===== config.mk =====
export PLATFORM = sky130hd
export DESIGN_NAME = irq_ctrl_flat
export DESIGN_NICKNAME = d
export VERILOG_FILES = /design/src/rtl/irq_ctrl_pkg.sv /design/src/rtl/irq_ctrl_if.sv /design/src/rtl/irq_prio_enc.sv /design/src/rtl/irq_ctrl.sv /design/src/flat_wrapper.sv
export SDC_FILE = /design/constraint.sdc
export NUM_CORES = 1
export LEC_CHECK = 0
export CAP_MARGIN = 15
export CORE_MARGIN = 8
export CORE_UTILIZATION = 40
export DETAILED_ROUTE_END_ITERATION = 8
export PLACE_DENSITY = 0.73
export SYNTH_ARGS = -nofsm -noshare
export SYNTH_HDL_FRONTEND = slang
export SYNTH_SLANG_ARGS = --single-unit

===== constraint.sdc =====
create_clock -name clk -period 2.1 [get_ports clk]
set_input_delay 0.315 -clock clk [delete_from_list [all_inputs] [get_ports clk]]
set_output_delay 0.315 -clock clk [all_outputs]
set_load 0.02 [all_outputs]

===== src/rtl/irq_ctrl_pkg.sv =====
// Shared constants, state encoding and read-word helper for the interrupt controller.
package irq_ctrl_pkg;

    localparam int DATA_W          = 32;
    localparam int ID_W            = 5;
    localparam int CLAIM_VALID_BIT = 31;

    localparam logic [3:0] REG_ENABLE   = 4'h0;
    localparam logic [3:0] REG_PENDING  = 4'h4;
    localparam logic [3:0] REG_CLAIM    = 4'h8;
    localparam logic [3:0] REG_COMPLETE = 4'hC;

    typedef enum logic {
        IDLE    = 1'b0,
        SERVICE = 1'b1
    } state_t;

    // Builds the {flag, zeros, id} word returned by CLAIM and COMPLETE reads.
    function automatic logic [DATA_W-1:0] id_word(input logic flag, input logic [ID_W-1:0] id);
        logic [DATA_W-1:0] word;
        word                  = '0;
        word[CLAIM_VALID_BIT] = flag;
        word[ID_W-1:0]        = id;
        return word;
    endfunction

endpackage


===== src/rtl/irq_ctrl_if.sv =====
// picoRV-style peripheral bus seen by the interrupt controller.
interface irq_ctrl_if;

    logic                              select;
    logic [3:0]                        wstrb;
    logic [3:0]                        addr;
    logic [irq_ctrl_pkg::DATA_W-1:0]   data_i;
    logic                              ready;
    logic [irq_ctrl_pkg::DATA_W-1:0]   data_o;

    modport master (
        output select, wstrb, addr, data_i,
        input  ready, data_o
    );

    modport slave (
        input  select, wstrb, addr, data_i,
        output ready, data_o
    );

endinterface


===== src/rtl/irq_prio_enc.sv =====
// Lowest-index-first priority encoder: reports whether any request is set and which one wins.
module irq_prio_enc
    import irq_ctrl_pkg::*;
#(
    parameter int N = 8
) (
    input  logic [N-1:0]    i_req,
    output logic            o_hit,
    output logic [ID_W-1:0] o_best
);

    // w_seen[i] is set when any request below index i is active.
    logic [N:0]   w_seen;
    logic [N-1:0] w_first;

    assign w_seen[0] = 1'b0;

    for (genvar gi = 0; gi < N; gi++) begin : g_chain
        assign w_seen[gi+1] = w_seen[gi] | i_req[gi];
        assign w_first[gi]  = i_req[gi] & ~w_seen[gi];
    end

    assign o_hit = w_seen[N];

    // w_first is one-hot (or zero), so OR-ing the indices of its set bits yields the winner.
    always_comb begin
        o_best = '0;
        for (int i = 0; i < N; i++) begin
            if (w_first[i]) begin
                o_best = o_best | ID_W'(i);
            end
        end
    end

endmodule


===== src/rtl/irq_ctrl.sv =====
// Memory-mapped interrupt controller: edge capture, enable mask, priority pick and claim/complete sequencing.
module irq_ctrl
    import irq_ctrl_pkg::*;
#(
    parameter int NUM_IRQ = 8
) (
    input  logic               clk,
    input  logic               reset_n,
    irq_ctrl_if.slave          bus,
    input  logic [NUM_IRQ-1:0] irq_src,
    output logic               cpu_irq
);

    state_t              r_state;
    logic                r_ready;
    logic [DATA_W-1:0]   r_data_o;
    logic [NUM_IRQ-1:0]  r_enable;
    logic [NUM_IRQ-1:0]  r_pending;
    logic [NUM_IRQ-1:0]  r_src_q;
    logic [ID_W-1:0]     r_active_id;
    logic                r_cpu_irq;

    logic                w_accept;
    logic                w_wr;
    logic                w_rd;
    logic                w_hit;
    logic [ID_W-1:0]     w_best;
    logic                w_claim;
    logic                w_complete;
    logic [NUM_IRQ-1:0]  w_edge;
    logic [NUM_IRQ-1:0]  w_w1c;
    logic [NUM_IRQ-1:0]  w_claim_clr;
    logic [NUM_IRQ-1:0]  w_pending_next;
    logic [DATA_W-1:0]   w_rdata;
    logic                w_unused_data;

    // ready is high for the cycle after accept, which blocks a second accept back-to-back.
    assign w_accept = bus.select & ~r_ready;
    assign w_wr     = w_accept & (|bus.wstrb);
    assign w_rd     = w_accept & ~(|bus.wstrb);

    irq_prio_enc #(
        .N (NUM_IRQ)
    ) u_prio (
        .i_req  (r_pending & r_enable),
        .o_hit  (w_hit),
        .o_best (w_best)
    );

    assign w_claim    = w_rd && (bus.addr == REG_CLAIM) && (r_state == IDLE) && w_hit;
    assign w_complete = w_wr && (bus.addr == REG_COMPLETE) && (r_state == SERVICE)
                        && (bus.data_i[ID_W-1:0] == r_active_id);

    // Clears are applied before new edges are OR-ed in, so a fresh edge always survives.
    assign w_edge         = irq_src & ~r_src_q;
    assign w_w1c          = (w_wr && (bus.addr == REG_PENDING)) ? bus.data_i[NUM_IRQ-1:0] : '0;
    assign w_claim_clr    = w_claim ? (NUM_IRQ'(1) << w_best) : '0;
    assign w_pending_next = (r_pending & ~w_w1c & ~w_claim_clr) | w_edge;

    // Data bits above the implemented sources are don't-care on writes.
    assign w_unused_data = ^bus.data_i[DATA_W-1:NUM_IRQ];

    // Read data mux; CLAIM only returns a valid id when the claim actually takes effect.
    always_comb begin
        w_rdata = '0;
        case (bus.addr)
            REG_ENABLE:   w_rdata = DATA_W'(r_enable);
            REG_PENDING:  w_rdata = DATA_W'(r_pending);
            REG_CLAIM:    w_rdata = w_claim ? id_word(1'b1, w_best) : '0;
            REG_COMPLETE: w_rdata = id_word(r_state == SERVICE, r_active_id);
            default:      w_rdata = '0;
        endcase
    end

    // Bus handshake, edge detector and pending/enable registers.
    always_ff @(posedge clk or negedge reset_n) begin
        if (!reset_n) begin
            r_ready   <= 1'b0;
            r_data_o  <= '0;
            r_enable  <= '0;
            r_pending <= '0;
            r_src_q   <= '0;
        end else begin
            r_ready   <= w_accept;
            r_src_q   <= irq_src;
            r_pending <= w_pending_next;
            if (w_rd) begin
                r_data_o <= w_rdata;
            end
            if (w_wr && (bus.addr == REG_ENABLE)) begin
                r_enable <= bus.data_i[NUM_IRQ-1:0];
            end
        end
    end

    // Claim/complete state machine with the registered CPU interrupt line.
    always_ff @(posedge clk or negedge reset_n) begin
        if (!reset_n) begin
            r_state     <= IDLE;
            r_active_id <= '0;
            r_cpu_irq   <= 1'b0;
        end else begin
            r_cpu_irq <= (r_state == IDLE) && w_hit;
            case (r_state)
                IDLE: begin
                    if (w_claim) begin
                        r_active_id <= w_best;
                        r_state     <= SERVICE;
                    end
                end
                SERVICE: begin
                    if (w_complete) begin
                        r_active_id <= '0;
                        r_state     <= IDLE;
                    end
                end
                default: r_state <= IDLE;
            endcase
        end
    end

    assign bus.ready  = r_ready;
    assign bus.data_o = r_data_o;
    assign cpu_irq    = r_cpu_irq;

endmodule


===== src/flat_wrapper.sv =====
// flat-port wrapper written by rule: the top's interface ports become plain ports
module irq_ctrl_flat import irq_ctrl_pkg::*;
#(
    parameter int NUM_IRQ = 8
)
  (clk, reset_n, irq_src, cpu_irq, bus_select, bus_wstrb, bus_addr, bus_data_i, bus_ready, bus_data_o);
  irq_ctrl_if bus_i ();
  input  logic clk;
  input  logic reset_n;
  input  logic [NUM_IRQ-1:0] irq_src;
  output logic cpu_irq;
  input wire logic [$bits(bus_i.select)-1:0] bus_select;
  input wire logic [$bits(bus_i.wstrb)-1:0] bus_wstrb;
  input wire logic [$bits(bus_i.addr)-1:0] bus_addr;
  input wire logic [$bits(bus_i.data_i)-1:0] bus_data_i;
  output wire logic [$bits(bus_i.ready)-1:0] bus_ready;
  output wire logic [$bits(bus_i.data_o)-1:0] bus_data_o;
  assign bus_i.select = bus_select;
  assign bus_i.wstrb = bus_wstrb;
  assign bus_i.addr = bus_addr;
  assign bus_i.data_i = bus_data_i;
  assign bus_ready = bus_i.ready;
  assign bus_data_o = bus_i.data_o;
  irq_ctrl #(.NUM_IRQ(NUM_IRQ)) u_core (.clk(clk), .reset_n(reset_n), .bus(bus_i), .irq_src(irq_src), .cpu_irq(cpu_irq));
endmodule

==> impl_metrics.json <==
{
  "status": "finished clean",
  "numCtsBuffers": 5,
  "hold_buffers": 0,
  "async_reset_ff_frac": 1.00,
  "synthCells": 196,
  "chipWidth_um": 87.6,
  "drt_first_pass_iters": 4,
  "fin_ws_ns": 0.0616,
  "regToRegSetupSlack_ns": 0.32,
  "drc_errors": 0,
  "diodes": 0,
  "fin_util": 0.536,
  "grt_max_degree": 40,
  "p_leak_uw": 0.00120,
  "skew_ns": 0.00526,
  "netlist_area_sq_mm": 0.00205,
  "die_h_um": 87.6,
  "powerDensity_mw_per_mm2": 741,
  "grt-ovfl-total": 0,
  "post-dp-hpwl_um": 3740,
  "start_kind": "input pin",
  "synth_flop_cell": "dfrtp_1",
  "grt_pass1_vias": 1656,
  "nets": 309,
  "cts_tree": "done",
  "root_buffer": "clkbuf_8",
  "antenna_found_initial": 0,
  "ys_types": 40,
  "dpl_worst_slack_ns": -0.212,
  "maxCapViolations": 0,
  "synth_area_per_cell_sq_um": 10.5,
  "timing.fmax_ghz": 0.491,
  "wirelength_um": 4760,
  "crit_path_end_kind": "flop",
  "peakVddDrop_uv": 330,
  "mostFrequentLayoutCells": "dfrtp_1 (39), clkdlybuf4s50_1 (36), nand2_1 (24), buf_4 (24), conb_1 (23)",
  "whs_ns": 0.0645,
  "rows": 26,
  "crit_path_max_fanout": 4,
  "min_period_ns": 2.04,
  "drive_gt1_frac": 0.193,
  "required_ns": 2.27,
  "syn_to_final_growth_pct": 31.6,
  "critPathKind": "input pin to flop",
  "routed-via-count": 1626,
  "synth-seq-cells": 39,
  "drt_iter0_markers": 69,
  "instances_no_fill": 329,
  "mostFrequentLayoutCell": "dfrtp_1",
  "io_buffers": 37,
  "initial_utilization": 0.407,
  "synth_edf_count": 0,
  "die-area_sq_mm": 0.00768,
  "multiInputGateArea_sq_um": 941,
  "nFillCells": 478,
  "cts_resized": 0,
  "cts_buffer_depth": 2,
  "ios": 85,
  "hold_viol_final": 0,
  "area.sequential_sq_um": 976,
  "cp.arrival_ns": 2.21,
  "wl_per_cell_um": 14.5,
  "coreArea_sq_mm": 0.00504,
  "ys_seq_area_frac": 0.475,
  "cts_htree_levels": 2,
  "clock_latency_ns": 0.29,
  "drv_slew": 0,
  "path_clk_slew_ns": 0.07,
  "drtAntennaViolNets": 0,
  "rsz0062_at_grt": "no",
  "cts_setup_buffers": 0,
  "final-setup-viol-count": 0,
  "yosysWarnings": 0,
  "gp_congestion": 0.857,
  "clock-sinks": 39,
  "total_power_uw": 2000,
  "hold_class": "input pin to async pin",
  "track_usage": 0.130,
  "post-place-cells": 321,
  "grt_pass1_wl_um": 7750,
  "fin_crit_sh": 0.971,
  "via_per_inst": 4.94
}
## critical path, cell delays in order
cell and delay [ns]:
clkdlybuf4s50_1 0.42, or4_4 0.58, nor3_1 0.27, nand3_1 0.23
nor3_1 0.28, o22ai_1 0.10
## cell families (layout without fill, tap and decap cells)
group / Yosys count / after routing / share of synthesized area
xor gates and xnor gates: 3 / 3 / 0.0128
other: 1 / 23 / 0.00183
and+or+nand+nor: 58 / 58 / 0.168
AOI/OAI and AO/OA: 42 / 42 / 0.147
muxes: 16 / 16 / 0.0829
DFF: 39 / 39 / 0.475
buffers and inverters: 37 / 78 / 0.112
## metal layers
metal,part of all wire,track usage,vias to the layer above
met4,0.019,0.0578,0
met1,0.42,0.159,775
met2,0.48,0.209,55
met3,0.080,0.0366,10
met5,0,0,-
li1,-,-,786
## path summary, 6_finish.rpt
path                                     start               endpoint  cells past startpoint
setup / recovery                  bus_wstrb[1]    u_core.r_pending[7]                      6
setup reg to reg           u_core.r_pending[0]    u_core.r_pending[7]                      5
max in group asynchronous              reset_n    u_core.r_pending[5]                      2
min in group clk             u_core.r_src_q[3]    u_core.r_pending[3]                      1
hold reg to reg              u_core.r_src_q[3]    u_core.r_pending[3]                      1
hold / removal                         reset_n  u_core.r_active_id[2]                      2
## stage by stage
stage	TNS (ns)	area, sq um
final	0	2700
after global placement	-2.32	2570
after global routing	0	2700
after floorplan	0	2140
after detailed placement	-2.92	2570
after CTS	0	2690
## Yosys cell counts, types with 4 or more instances
master | n | area, sq um
buf_4 | 23 | 173
nand3_1 | 9 | 45.0
mux2_2 | 8 | 90.1
a22o_1 | 4 | 35.0
o21ai_0 | 8 | 40.0
mux2i_1 | 8 | 80.1
a32o_1 | 4 | 40.0
dfrtp_1 | 39 | 976
o31ai_1 | 6 | 45.0
nand2_1 | 24 | 90.1
inv_1 | 9 | 33.8
a22oi_1 | 4 | 30.0
## final cells by class
type                    count  area share
clock buffers               6      0.0306
clock inverters             2      0.0130
inverters                   9      0.0125
multi-input cells         142       0.348
flip-flops and latches     39       0.361
well taps                  70      0.0324
repair buffers             61       0.202
## power by group
group / internal [uW] / total [uW] / leakage [uW] / switching, uW
sequential: 818 / 879 / 0.000467 / 61.5
combinational: 228 / 487 / 0.000673 / 259
clock: 384 / 636 / 0.0000612 / 252
total: 1430 / 2000 / 0.00120 / 572
## flip-flops by register name, indices dropped and copies added, names as in the netlist
signal and cells:
u_core.cpu_irq 1, u_core.r_state 1, u_core.r_src_q 8, u_core.r_active_id 3
u_core.bus.data_o 9, u_core.r_enable 8, u_core.r_pending 8, u_core.bus.ready 1
(Power assumes the default switching activity.)
